--- src/rtl/udp_rx_demux.sv ---
`timescale 1ns/1ps
`default_nettype none
// udp_rx_demux: Ethernet/IPv4/UDP receive parser that steers UDP payload to one of NUM_PORTS channels.
// Optional CRC-32 FCS check is enabled with `define UDP_RX_FCS_CHECK_EN. Rev 1.0
module udp_rx_demux #(
  parameter logic [47:0]             FPGA_MAC         = 48'h00_1A_2B_3C_4D_5E,
  parameter logic [31:0]             FPGA_IP          = 32'hC0_00_02_92,
  parameter int                      NUM_PORTS        = 4,
  parameter logic [NUM_PORTS*16-1:0] PORT_LIST        = {16'd5008, 16'd5007, 16'd5006, 16'd5005},
  parameter bit                      ACCEPT_BROADCAST = 1'b1
) (
  input  logic        clk,
  input  logic        resetn,
  input  logic [7:0]  received_byte,
  input  logic        byte_valid,
  input  logic        rx_active,
  output logic [7:0]  payload,
  output logic        payload_valid,
  output logic        payload_last,
  output logic        payload_abort,
  output logic [2:0]  payload_chan,
  output logic        frame_good,
  output logic        frame_bad,
  output logic [15:0] drop_count
);

  typedef enum logic [2:0] {
    S_IDLE, S_ETH, S_IP, S_UDP, S_PAY, S_DONE, S_REJ, S_SKIP
  } state_t;

  state_t      state, state_n;
  logic [5:0]  cnt;
  logic [47:0] mac;
  logic [7:0]  etype_hi;
  logic [3:0]  ihl;
  logic [7:0]  proto;
  logic [31:0] dip;
  logic [7:0]  sum_hi;
  logic [19:0] sum;
  logic [15:0] dport, ulen, rem;
  logic [2:0]  chan_hit;
  logic        port_hit;
  logic        pv_n, last_n, abort_n, good_n, bad_n;

  logic [47:0] mac_full;
  logic        mac_ok, mac_known;
  logic [31:0] dip_full;
  logic [19:0] sum_full, fold1;
  logic [15:0] fold2;
  logic        csum_ok;
  logic [5:0]  hdr_last;
  logic        fcs_ok;

  // The sixth MAC byte may be arriving this cycle; decide on it without waiting.
  assign mac_full  = (cnt == 6'd5 && byte_valid) ? {mac[39:0], received_byte} : mac;
  assign mac_ok    = (mac_full == FPGA_MAC) || (ACCEPT_BROADCAST && (mac_full == {48{1'b1}}));
  assign mac_known = (state == S_ETH) && ((cnt > 6'd5) || (cnt == 6'd5 && byte_valid));
  assign dip_full  = (cnt == 6'd19) ? {dip[23:0], received_byte} : dip;
  assign sum_full  = sum + {4'h0, sum_hi, received_byte};
  assign fold1     = {4'h0, sum_full[15:0]} + {16'h0, sum_full[19:16]};
  assign fold2     = fold1[15:0] + {12'h0, fold1[19:16]};
  assign csum_ok   = (fold2 == 16'hFFFF);
  assign hdr_last  = {ihl, 2'b00} - 6'd1;

  always_comb begin
    port_hit = 1'b0;
    chan_hit = 3'd0;
    for (int i = NUM_PORTS - 1; i >= 0; i--) begin
      if (PORT_LIST[16*i +: 16] == dport) begin
        port_hit = 1'b1;
        chan_hit = 3'(i);
      end
    end
  end

`ifdef UDP_RX_FCS_CHECK_EN
  logic [31:0] crc, crc_cur;

  function automatic logic [31:0] crc_step(input logic [31:0] c, input logic [7:0] b);
    logic [31:0] r;
    r = c ^ {24'h0, b};
    for (int k = 0; k < 8; k++) r = r[0] ? ((r >> 1) ^ 32'hEDB8_8320) : (r >> 1);
    return r;
  endfunction

  assign crc_cur = byte_valid ? crc_step(crc, received_byte) : crc;
  assign fcs_ok  = (crc_cur == 32'hDEBB_20E3);

  always_ff @(posedge clk or negedge resetn) begin
    if (!resetn)         crc <= '1;
    else if (byte_valid) crc <= (state == S_IDLE) ? '1 : crc_cur;
  end
`else
  assign fcs_ok = 1'b1;
`endif

  always_ff @(posedge clk or negedge resetn) begin
    if (!resetn) state <= S_IDLE;
    else         state <= state_n;
  end

  // Byte handling first, then end-of-frame is judged on the post-byte state.
  always_comb begin
    state_n = state;
    pv_n    = 1'b0;
    last_n  = 1'b0;
    abort_n = 1'b0;
    good_n  = 1'b0;
    bad_n   = 1'b0;
    if (byte_valid) begin
      case (state)
        S_IDLE: if (received_byte == 8'hD5) state_n = S_ETH;
        S_ETH: if (cnt == 6'd13) begin
          if (!mac_ok)                                      state_n = S_SKIP;
          else if ({etype_hi, received_byte} == 16'h0800)   state_n = S_IP;
          else                                              state_n = S_REJ;
        end
        S_IP: if (cnt == 6'd0) begin
          if (received_byte[7:4] != 4'd4 || received_byte[3:0] < 4'd5) state_n = S_REJ;
        end else if (cnt == hdr_last) begin
          if (csum_ok && proto == 8'd17 && dip_full == FPGA_IP) state_n = S_UDP;
          else                                                  state_n = S_REJ;
        end
        S_UDP: if (cnt == 6'd7) begin
          if (!port_hit || ulen < 16'd8) state_n = S_REJ;
          else if (ulen == 16'd8)        state_n = S_DONE;
          else                           state_n = S_PAY;
        end
        S_PAY: begin
          pv_n = 1'b1;
          if (rem == 16'd1) begin
            last_n  = 1'b1;
            state_n = S_DONE;
          end
        end
        default: ;
      endcase
    end
    if (!rx_active) begin
      case (state_n)
        S_IDLE: ;
        S_ETH: begin
          bad_n   = mac_known && mac_ok;
          state_n = S_IDLE;
        end
        S_PAY: begin
          abort_n = 1'b1;
          bad_n   = 1'b1;
          state_n = S_IDLE;
        end
        S_DONE: begin
          good_n  = fcs_ok;
          bad_n   = !fcs_ok;
          state_n = S_IDLE;
        end
        S_SKIP:  state_n = S_IDLE;
        default: begin
          bad_n   = 1'b1;
          state_n = S_IDLE;
        end
      endcase
    end
  end

  always_ff @(posedge clk or negedge resetn) begin
    if (!resetn) begin
      cnt <= '0; mac <= '0; etype_hi <= '0; ihl <= '0; proto <= '0; dip <= '0;
      sum_hi <= '0; sum <= '0; dport <= '0; ulen <= '0; rem <= '0;
      payload <= '0; payload_valid <= 1'b0; payload_last <= 1'b0; payload_abort <= 1'b0;
      payload_chan <= '0; frame_good <= 1'b0; frame_bad <= 1'b0; drop_count <= '0;
    end else begin
      payload       <= pv_n ? received_byte : 8'h00;
      payload_valid <= pv_n;
      payload_last  <= last_n;
      payload_abort <= abort_n;
      frame_good    <= good_n;
      frame_bad     <= bad_n;
      if (bad_n && drop_count != 16'hFFFF) drop_count <= drop_count + 16'd1;

      if (state_n != state) cnt <= '0;
      else if (byte_valid)  cnt <= cnt + 6'd1;

      if (state == S_IDLE) sum <= '0;

      if (byte_valid) begin
        case (state)
          S_ETH: begin
            if (cnt < 6'd6)   mac <= {mac[39:0], received_byte};
            if (cnt == 6'd12) etype_hi <= received_byte;
          end
          S_IP: begin
            if (cnt == 6'd0)                   ihl <= received_byte[3:0];
            if (cnt == 6'd9)                   proto <= received_byte;
            if (cnt >= 6'd16 && cnt <= 6'd19)  dip <= {dip[23:0], received_byte};
            if (!cnt[0]) sum_hi <= received_byte;
            else         sum    <= sum_full;
          end
          S_UDP: begin
            if (cnt == 6'd2 || cnt == 6'd3) dport <= {dport[7:0], received_byte};
            if (cnt == 6'd4 || cnt == 6'd5) ulen  <= {ulen[7:0], received_byte};
            if (cnt == 6'd7) begin
              payload_chan <= chan_hit;
              rem          <= ulen - 16'd8;
            end
          end
          S_PAY:   rem <= rem - 16'd1;
          default: ;
        endcase
      end
    end
  end

endmodule
`default_nettype wire

--- config.mk ---
export PLATFORM = sky130hd
export DESIGN_NAME = udp_rx_demux
export DESIGN_NICKNAME = d
export VERILOG_FILES = /design/src/rtl/udp_rx_demux.sv
export SDC_FILE = /design/constraint.sdc
export NUM_CORES = 1
export LEC_CHECK = 0
export ABC_AREA = 1
export BUFFER_PORTS_ARGS = -buffer_cell sky130_fd_sc_hd__buf_2
export CORE_ASPECT_RATIO = 1.2
export CORE_MARGIN = 2
export CORE_UTILIZATION = 35
export CTS_CLUSTER_DIAMETER = 120
export DETAILED_ROUTE_END_ITERATION = 8
export GPL_ROUTABILITY_DRIVEN = 1
export PLACE_DENSITY = 0.53
export SETUP_SLACK_MARGIN = 0.1
export SLEW_MARGIN = 0
export SYNTH_ARGS = -nofsm -noshare
export SYNTH_HDL_FRONTEND = slang
export SYNTH_SLANG_ARGS = --single-unit
--- constraint.sdc ---
create_clock -name clk -period 8.15 [get_ports clk]
set_clock_uncertainty 0.1 [all_clocks]
set_input_delay 1.2225 -clock clk [delete_from_list [all_inputs] [get_ports clk]]
set_output_delay 1.2225 -clock clk [all_outputs]
set_load 0.02 [all_outputs]
==> results of run 1 <==
## cell families (layout without fill, tap and decap cells)
logic type	Yosys count	in the layout	share of synthesized area [%]
AOI/OAI and AO/OA	264	264	11.6
xor gates and xnor gates	49	49	3.67
adders and majority gates	33	33	3.48
buffers and inverters	254	299	8.00
DFF	216	216	43.9
muxes	22	22	2.01
other	1	2	0.0305
and+or+nand+nor	743	743	27.3
## worst reg2reg max path: cells and delay by family, from the launching register on
family                   cells  cell delay, ps
AO/OA/AOI/OAI                4             790
XOR/XNOR                     1             170
adder cells (fa/ha/maj)      5            1270
buffers and inverters        3             270
flip-flops                   1             360
AND/OR/NAND/NOR             32            3710
## final timing paths
check	to	slack (ps)	start	cells after the start
min	mac[47]	370	mac[47]	2
max in group asynchronous	cnt[2]	5910	resetn	2
max	drop_count[13]	970	received_byte[0]	46
min reg2reg	mac[47]	370	mac[47]	2
max reg2reg	drop_count[13]	1380	sum[0]	45
min in group asynchronous	sum[11]	590	resetn	1
## through the flow
stage / hold slack [ps] / cells / utilization, % / area [µm²] / total power, mW
2_1_floorplan: 344 / 1582 / - / 12300 / 1.85
5_1_grt: 401 / 2090 / 39.6 / 13800 / 3.41
3_3_place_gp: 363 / 2045 / 37.2 / 13000 / 2.07
6_report: 374 / 2090 / 39.6 / 13800 / 3.19
3_5_place_dp: 366 / 2045 / 37.2 / 13000 / 2.07
4_1_cts: 381 / 2089 / 39.6 / 13800 / 3.24
## layout make-up
cell class | instances | area, µm² | area share [%]
clock buffers | 34 | 709 | 5.14
flip-flops and latches | 216 | 5410 | 39.2
multi-input cells | 1112 | 5930 | 42.9
inverters | 203 | 762 | 5.52
well taps | 462 | 578 | 4.19
diodes | 1 | 2.50 | 0.0181
clock inverters | 10 | 121 | 0.879
repair buffers | 52 | 295 | 2.14
## synth_stat cells, types with 7 or more instances
cell type	instances	share of area (%)
dfrtp_1	216	44
nor3_1	34	1.4
nor2_1	117	3.6
nor2_2	9	0.46
nand3_1	74	3.0
nor4_1	29	1.5
clkinv_1	7	0.21
mux2_2	22	2.0
xnor2_1	15	1.1
o21ai_0	187	7.6
inv_2	7	0.21
a21oi_1	40	1.6
nand2_1	383	12
buf_2	7	0.28
xor2_1	31	2.2
nand4_1	56	2.8
clkbuf_1	38	1.2
ha_1	31	3.2
nand3b_1	8	0.49
inv_1	189	5.8
## per-layer routing
metal,vias to the layer above,GRT usage (%)
li1,5268,-
met1,4865,22.7
met2,154,31.0
met3,58,1.87
met4,0,6.44
met5,-,0
## power by group through the flow
| stage | combinational (mW) | clock (mW) | sequential [mW] |
|---|---|---|---|
| floorplan | 0.497 | 0 | 1.36 |
| global placement | 0.684 | 0 | 1.38 |
| detailed placement | 0.693 | 0 | 1.38 |
| CTS | 0.694 | 1.18 | 1.37 |
| global route | 0.796 | 1.22 | 1.39 |
| finish | 0.686 | 1.14 | 1.37 |
## registers in the layout (all words and copies together) (netlist names), 4 cells and up
| register | cells |
|---|---|
| cnt | 6 |
| dip | 32 |
| dport | 16 |
| drop_count | 16 |
| etype_hi | 8 |
| ihl | 4 |
| mac | 48 |
| payload | 8 |
| proto | 8 |
| rem | 16 |
| sum | 20 |
| sum_hi | 8 |
| ulen | 16 |
==> summary.md, run 1 <==
| Metric | Value |
|---|---|
| HPWL Detailed | 23.0 mm |
| Crit start category | input pin |
| Hold Path Class | reg2reg |
| Yosys warnings | 0 |
| Sw Share | 32.9% |
| Slew headroom | ~41% |
| Initial DRT Pass Iterations | 5 |
| Critical path type | in2reg |
| Setup TNS | 0 ps |
| Clk Latency, worst-skew pair | 550 ps |
| Layout cells sized above 1 | 10.0% |
| Tmin final | 7180 ps |
| Die width | 175 µm |
| Critical Path AT | 7500 ps |
| GRT Util Overall | 17.8% |
| Max Clock Freq | 139 MHz |
| Detail Route Antenna Nets | 0 |
| Die height | 209 µm |
| DRT iter0 DRCs | 698 |
| Slew Viols, Final | 0 |
| Max cap viols | 0 |
| Pin count of the biggest net entering global routing | 106 |
| Vias in the first global route | ~10,000 |
| Worst setup slack after layout | 971 ps |
| Initial Util | 35.4% |
| Critical Path Max Stage Delay | just over 400 ps |
| Hold buffer count at cts | 0 |
| Via count | about 10,000 |
| Flops & latches, synth | 216 |
| Layout area overhead | 12.1% |
| Commonest cells after routing, fill and taps aside | nand2_1, dfrtp_1, inv_1 |
| Fin crit share | between 80% and 90% |
| EDFF count, synth | 0 |
| Syn Nets | roughly 1,600 |
| Power per Cell Area | 231 mW/mm² |
| CTS buffer count | 25 |
| Met2 Wirelength | around 16 mm |
| Synth cell types | 54 |
| Ys async rst share | 100% |
| Status | complete, no violations |
| Clock Sinks | between 200 and 250 |
| Internal power | about 2.1 mW |
| IO Port Bufs | 42 |
| Crit path max-delay family | simple AND/OR/NAND/NOR gates |
| GPL Wtd Cong | between 0.8 and 0.9 |
| CTS H-tree depth | 1 |
| IO Pins | 44 |
| CP Max Fanout | 18 |
| # DRC | 0 |
| Post-CTS Setup Bufs | 0 |
| Initial antenna violation count | 1 |
| Fillcell total | ~3,600 |
| Avg Cell Area, Syn | 7.78 µm² |
| WL per Instance | 15.3 µm |
| Final setup viols | 0 |
| Crit. End Element | flip-flop |
| Most frequent cell on the critical path | nand2_1 |
| CP required | 8470 ps |
| Final Hold Viols | 0 |
| Net switching power | 1.05 mW |
| Worst-margin pin slew | ~900 ps |
| CTS tree | done |
| Fin nets | 1,655 |
| Slowest-stage cell, CP | fa_1 |
| Post-CTS sizing | 0 |
| Unrepaired setup endpoints after global routing | false |
| Syn Inst Count | approximately 1,600 |
| Top FF cell, synth | dfrtp_1 |
| Logic pwr share | 21.5% |
| Die area | 0.0367 mm² |
| Met1 wire length | 14.2 mm |
| Top routing layer in use | met4 |
| Met3 routed WL | 875 µm |
| Via-to-Cell Ratio | ~4.9 |
| Clock Tree Buf Depth | 3 |
| Most common cell after layout, fill and taps aside | nand2_1 |
| Grt ovf | 0 |
| Lkg Pwr | 6.64 nW |
| Root Driver | clkbuf_16 |
| Sequential share of power | 42.8% |
| First-pass GRT wire length | 53.2 mm |
| Post-Place Setup Slack | 487 ps |
| CORE AREA | about 0.035 mm² |
| Mapped cell area | 0.0123 mm² |
| Critical path buffers and inverters | 4 |
| Row count | between 70 and 80 |
| Seq/Total Area, Yosys | 43.9% |
| Clock transition at path regs | 60 ps |
| Final wirelength | around 32 mm |
| Clock power frac | 35.7% |
| Max VDD drop | 0.000149 V |
Power figures use the tool's default switching activity.
==> run 2, diff against run 1 <==
--- a/config.mk
+++ b/config.mk
@@ -5,7 +5,6 @@
 export SDC_FILE = /design/constraint.sdc
 export NUM_CORES = 1
 export LEC_CHECK = 0
-export ABC_AREA = 1
 export BUFFER_PORTS_ARGS = -buffer_cell sky130_fd_sc_hd__buf_2
 export CORE_ASPECT_RATIO = 1.2
 export CORE_MARGIN = 2
==> run 2 against run 1 <==
Compared with the run above: core utilization rose by 0.17 points; count of clock-buffer cells in the layout did not move; fmax fell by 2.9%; die area decreased by 5.5%; hold slack improved by 12 ps; design area down 5.2%; global-route usage down 0.62 points; flip-flop and latch count is the same; non-clock buffer count up 16; first-iteration DRC count decreased by 22%; sequential share of layout area is 2.1 points higher; critical path type unchanged; largest cell class unchanged.
==> summary.md, run 2 <==
| Metric | Value |
|---|---|
| Reg2reg start | sum[0] |
| CP required | 8460 ps (about the same) |
| Lkg Pwr | 6.06 nW (-8.7%) |
| Post-CTS sizing | 0 (unchanged) |
| Sw Share | 24.8% (-8.1 points) |
| Internal power | 1.71 mW (-20%) |
| Hold Path Class | reg2reg |
| Synth cell types | 75 (+39%) |
| Clock Tree Buf Depth | 3 (unchanged) |
| Via-to-Cell Ratio | 5.52 (+12%) |
| Setup TNS | 0 ps (unchanged) |
| Detail Route Antenna Nets | 0 (unchanged) |
| Largest register FFs | 48 (unchanged) |
| GRT Util Overall | 17.1% (-0.62 points) |
| Setup slack, reg-to-reg | 1240 ps (-140 ps) |
| Register with the most flip-flops | mac |
| Clock power frac | 45.7% (+10 points) |
| Layout cells sized above 1 | 21.3% (+11 points) |
| Status | complete, no violations |
| Top-count cell post-synth | dfrtp_1 |
| Critical path type | in2reg |
| Crit. End Element | flip-flop |
| Critical Path End | drop_count[1] |
| Unrepaired setup endpoints after global routing | false |
| Max cap viols | 0 (unchanged) |
| Max Clock Freq | 135 MHz (-2.9%) |
| Critical Path AT | 7700 ps (+200 ps) |
| Die height | 204 µm (-2.8%) |
| EDFF count, synth | 0 (unchanged) |
| IO Port Bufs | 42 (unchanged) |
| CP Max Fanout | 5 (-13) |
| CTS buffer count | 25 (unchanged) |
| Top FF cell, synth | dfrtp_1 |
| Post-Place Setup Slack | 91.5 ps (-395 ps) |
| Grt ovf | 0 (unchanged) |
| Reg2Reg Capture Point | drop_count[1] |
| Design area | 0.0131 mm² (-5.2%) |
| Power per Cell Area | 173 mW/mm² (-25%) |
| Logic pwr share | 5.5% (-16 points) |
| Flops & latches, synth | 216 (unchanged) |
| HPWL Detailed | 20.3 mm (-12%) |
| DRT iter0 DRCs | 547 (-22%) |
| Initial antenna violation count | 1 (unchanged) |
| Hold buffer count at cts | 0 (unchanged) |
| GPL Wtd Cong | 0.876 (+3.0%) |
| Clock Sinks | 216 (unchanged) |
| Slew Viols, Final | 0 (unchanged) |
| Ys async rst share | 100% (unchanged) |
| Placed Area | 0.0123 mm² (-4.8%) |
| Post-synth top area share | 46.5% (+2.6 points) |
| CTS H-tree depth | 1 (unchanged) |
| Slew headroom | 27.7% (-13 points) |
| Initial Util | 35.3% (about the same) |
| Max VDD drop | 0.000125 V (-16%) |
| WL per Instance | 18.5 µm (+21%) |
| Root Driver | clkbuf_16 |
| Fin crit share | 90.7% (+2.6 points) |
| Number of antenna diodes | 0 (-1) |
| Worst setup slack after layout | 756 ps (-215 ps) |
| WHS | 387 ps (+12.3 ps) |
| Die area | 0.0347 mm² (-5.5%) |
| Clk Latency, worst-skew pair | 540 ps (about the same) |
| Clock transition at path regs | 50 ps (about the same) |
| Die width | 170 µm (-2.8%) |
| Cell taking the most area after synthesis | dfrtp_1 |
| Largest regs | mac x48, dip x32, sum x20 |
| Worst-margin pin slew | 1060 ps (+175 ps) |
| Layout area overhead | 12.6% |
| CTS tree | done |
| Syn Inst Count | 1,121 (-29%) |
| Slowest-stage cell, CP | fa_1 |
| IO Pins | 44 (unchanged) |
| CORE AREA | 0.0329 mm² (-5.6%) |
| Fin nets | 1,211 (-27%) |
| Final Hold Viols | 0 (unchanged) |
| First-pass GRT wire length | 47.7 mm (-10%) |
| Tmin final | 7390 ps (+215 ps) |
| Most common cell after layout, fill and taps aside | dfrtp_1 |
| Seq/Total Area, Yosys | 46.5% (+2.6 points) |
| Mapped cell area | 0.0116 mm² (-5.6%) |
| # DRC | 0 (unchanged) |
| Initial DRT Pass Iterations | 5 (unchanged) |
| Row count | 73 (-2.7%) |
| Net switching power | 562 µW (-46%) |
| R2R cell count | 31 (-31%) |
| Commonest cells after routing, fill and taps aside | dfrtp_1, mux2_2, nand2_1 |
| Syn Nets | 1,166 (-28%) |
| Post-layout util | 39.8% (+0.17 points) |
| Vias in the first global route | 8,702 (-15%) |
| Largest cells by area after synthesis | dfrtp_1, mux2_2, ha_1 |
| Sequential share of power | 48.8% (+6.0 points) |
| Final setup viols | 0 (unchanged) |
| Critical Path Source | received_byte[0] |
| Final wirelength | 29.5 mm (-7.8%) |
| Yosys warnings | 0 (unchanged) |
| Post-CTS Setup Bufs | 0 (unchanged) |
| Critical Path Max Stage Delay | 400 ps (about the same) |
| Avg Cell Area, Syn | 10.4 µm² (+33%) |
| Pin count of the biggest net entering global routing | 99 (-6.6%) |
| Via count | 8,795 (-15%) |
| Crit start category | input pin |
| Post-synth top cells | dfrtp_1, mux2_2, nand2_1, nor2_1, nand3_1 |
## run 2: cell count changes after synthesis, moves of 19 or more
cell,delta
nand2_1,-312
inv_1,-162
o21ai_0,-124
mux2_2,+112
nor2_1,-48
xnor2_1,+27
and2_1,+23
nand4_1,-19
## run 2: power by group through the flow
stage	registers [mW]	clock network, mW	logic, mW
floorplan	1.11	0	0.0741
detailed placement	1.13	0	0.126
global placement	1.13	0	0.125
CTS	1.11	1.07	0.127
finish	1.11	1.04	0.124
global route	1.11	1.11	0.139
## run 2: metal layers
| layer | track usage [%] | vias to the layer above | part of all wire [%] |
|---|---|---|---|
| li1 | - | 4210 | - |
| met1 | 22.8 | 4366 | 45 |
| met2 | 28.6 | 162 | 48 |
| met3 | 2.39 | 57 | 4.2 |
| met4 | 6.04 | 0 | 2.7 |
| met5 | 0 | - | 0 |
## run 2: cells by family after synthesis
logic type	Yosys count	synth area share, %
simple gates	392	17.6
flops	216	46.5
compound gates	201	11.3
mux	141	13.6
buf+inv	77	2.69
xor+xnor	60	4.64
fa+ha+maj	33	3.68
other cells	1	0.0323
## run 2: worst max-delay path: cells and delay by family
kind | cells | cell delay [ps]
AND/OR/NAND/NOR | 9 | 1400
XOR/XNOR | 1 | 100
buffers and inverters | 2 | 190
AO/OA/AOI/OAI | 13 | 2710
multiplexers | 1 | 330
adder cells (fa/ha/maj) | 6 | 1760
## run 2: layout make-up
cell class	instances	area, µm²
tap	412	515
multi-input combinational	828	5920
timing repair buffer	68	415
clock buffer	34	679
sequential	216	5410
fill	3235	19800
inverter	27	101
clock inverter	7	56.3
## run 2: worst min path at each step
stage / start / end / slack, ps / cells past startpoint
after floorplan: etype_hi[1] / etype_hi[1] / 350 / 2
after global routing: proto[4] / proto[4] / 410 / 1
after CTS: etype_hi[1] / etype_hi[1] / 390 / 2
final: etype_hi[1] / etype_hi[1] / 390 / 2
after detailed placement: etype_hi[1] / etype_hi[1] / 380 / 2
after global placement: etype_hi[1] / etype_hi[1] / 370 / 2
## run 2: per-stage QoR
step                      instances  power, mW
after floorplan                1121       1.19
after global placement         1551       1.25
after detailed placement       1551       1.25
after CTS                      1592       2.30
after global routing           1592       2.36
final                          1592       2.27
==> run 3, diff against run 2 <==
==> constraint.sdc (replaced) <==
create_clock -name clk -period 8.15 [get_ports clk]
set_clock_uncertainty 0.1 [all_clocks]
set_input_delay 0.4075 -clock clk [delete_from_list [all_inputs] [get_ports clk]]
set_output_delay 0.4075 -clock clk [all_outputs]
set_load 0.02 [all_outputs]
==> run 3 against run 2 <==
Compared with the run above: design area rose by 0.14%; hold slack worse by 320 ps; critical endpoint unchanged; count of clock-buffer cells in the layout shrank 1; fmax is 3.1% higher; sequential share of layout area down 0.059 points; wire length down 1.4%.
==> summary.md, run 3 (same netlist as run 2, synthesis figures left out) <==
| Metric | Value |
|---|---|
| Status | complete, no violations |
| IO Port Bufs | 42 (unchanged) |
| Number of antenna diodes | 0 (unchanged) |
| Root Driver | clkbuf_16 |
| Final setup viols | 0 (unchanged) |
| Max VDD drop | 0.000138 V (+10%) |
| Post-Place Setup Slack | 336 ps (+245 ps) |
| Grt ovf | 0 (unchanged) |
| Critical path type | reg2reg |
| IO Pins | 44 (unchanged) |
| Largest regs | mac x48, dip x32, sum x20 |
| CORE AREA | 0.0329 mm² (unchanged) |
| Critical Path AT | 7490 ps (-210 ps) |
| CP Max Fanout | 17 (+12) |
| Detail Route Antenna Nets | 0 (unchanged) |
| Slew Viols, Final | 0 (unchanged) |
| Power per Cell Area | 178 mW/mm² (+3.0%) |
| Reg2reg start | sum[0] |
| Pin count of the biggest net entering global routing | 83 (-16%) |
| Fillcell total | 3,243 (+0.25%) |
| GPL Wtd Cong | 0.851 (-2.8%) |
| Final Hold Viols | 0 (unchanged) |
| # DRC | 0 (unchanged) |
| Via-to-Cell Ratio | 5.49 (-0.61%) |
| Crit start category | flip-flop |
| Setup TNS | 0 ps (unchanged) |
| Most common cell after layout, fill and taps aside | dfrtp_1 |
| Layout cells sized above 1 | 21.0% (-0.32 points) |
| Unrepaired setup endpoints after global routing | false |
| R2R cell count | 31 (unchanged) |
| Register with the most flip-flops | mac |
| Placed cells | 1,542 (-0.58%) |
| CP required | 8470 ps (about the same) |
| Layout area overhead | 12.8% |
| CTS tree | done |
| Worst setup slack after layout | 981 ps (+225 ps) |
| Via count | 8,708 (-0.99%) |
| Lkg Pwr | 6.05 nW (-0.15%) |
| Design area | 0.0131 mm² (+0.14%) |
| Die area | 0.0347 mm² (unchanged) |
| Critical Path End | drop_count[1] |
| Vias in the first global route | 8,705 (+0.034%) |
| Clock Sinks | 216 (unchanged) |
| Slowest-stage cell, CP | fa_1 |
| Clock Tree Buf Depth | 3 (unchanged) |
| Clk Latency, worst-skew pair | 530 ps (about the same) |
| CTS buffer count | 25 (unchanged) |
| Initial DRT Pass Iterations | 5 (unchanged) |
| DRT iter0 DRCs | 549 (+0.37%) |
| Max Clock Freq | 139 MHz (+3.1%) |
| Final wirelength | 29.1 mm (-1.4%) |
| Die height | 204 µm (unchanged) |
| WL per Instance | 18.3 µm (-1.0%) |
| Row count | 73 (unchanged) |
| Fin nets | 1,203 (-0.66%) |
| Crit. End Element | flip-flop |
| Placed Area | 0.0123 mm² (-0.55%) |
| Critical Path Max Stage Delay | 400 ps (about the same) |
| CTS H-tree depth | 1 (unchanged) |
| Reg2Reg Capture Point | drop_count[1] |
| Finished Layout Cells | 1,586 (-0.38%) |
| Largest register FFs | 48 (unchanged) |
| Setup slack, reg-to-reg | 980 ps (-260 ps) |
| GRT Util Overall | 17.1% (about the same) |
| HPWL Detailed | 20.3 mm (about the same) |
| Fin crit share | 88.0% (-2.8 points) |
| Worst-margin pin slew | 1060 ps (+3.78 ps) |
| Post-CTS Setup Bufs | 0 (unchanged) |
| Die width | 170 µm (unchanged) |
| Commonest cells after routing, fill and taps aside | dfrtp_1, mux2_2, nand2_1 |
| Initial antenna violation count | 0 (-1) |
| Clock transition at path regs | 60 ps (about the same) |
| First-pass GRT wire length | 47.4 mm (-0.65%) |
| Post-layout util | 39.9% (+0.057 points) |
| Hold Path Class | in2reg |
| Critical Path Source | sum[0] |
| Slew headroom | 29.2% (+1.6 points) |
| Max cap viols | 0 (unchanged) |
| Tmin final | 7170 ps (-225 ps) |
| Initial Util | 35.3% (unchanged) |
| Hold Startpoint | rx_active |
==> run 3: changes by cell type in the layout (fill, tap and decap cells not counted), sizes merged <==
cell,previous run,this run
clkbuf,34,33
bufinv,0,2
dlygate4sd3,0,1
clkinvlp,1,3
clkinv,4,3
buf,68,59
==> run 3: worst max-delay path: cells and delay by family, from the launching register on <==
kind            cells  cell delay (ps)
compound gates     13             2960
xor+xnor            1              100
fa+ha+maj           6             1720
buf+inv             1               60
flops               1              350
mux                 1              330
simple gates        9             1420
==> run 3: report_power, final <==
part / switching (mW) / total [mW] / internal (mW) / leakage, nW
Clock: 0.447 / 1.11 / 0.663 / 0.391
Sequential: 0.0230 / 1.11 / 1.08 / 2.99
Combinational: 0.0850 / 0.123 / 0.0379 / 2.67
Total: 0.555 / 2.34 / 1.78 / 6.05
==> run 3: cell type report <==
type	count	area [µm²]	area share, %
Sequential cell	216	5410	41.2
Multi-Input combinational cell	828	5920	45.1
Inverter	27	101	0.773
Timing Repair Buffer	60	358	2.73
Clock inverter	10	115	0.878
Clock buffer	33	696	5.31
Tap cell	412	515	3.93
==> run 3: worst min-delay path by stage <==
stage	to	depth (start not counted)	slack [ps]
floorplan	cnt[0]	0	10
global placement	mac[47]	1	300
detailed placement	mac[47]	1	300
CTS	state[1]	2	50
global route	state[1]	2	40
finish	state[1]	2	70
==> run 3: stage by stage <==
stage,hold slack [ps],power (mW)
after global routing,42.2,2.44
after detailed placement,304,1.25
after floorplan,11.9,1.19
final,68.1,2.34
after global placement,302,1.25
after CTS,46.0,2.37
==> run 3: repair_timing <==
| item | in CTS | in global routing |
|---|---|---|
| hold buffers | 1 | 0 |
| resized for setup | 0 | 2 |
| hold endpoints to repair | 67 | 0 |
| endpoints found under the setup margin | 0 | 16 |
==> run 3: routing by layer <==
metal | global-route usage (%) | vias to the layer above | share of wire (%)
li1 | - | 4198 | -
met1 | 22.3 | 4312 | 45
met2 | 29.2 | 149 | 49
met3 | 2.62 | 49 | 3.7
met4 | 5.59 | 0 | 2.7
met5 | 0 | - | 0
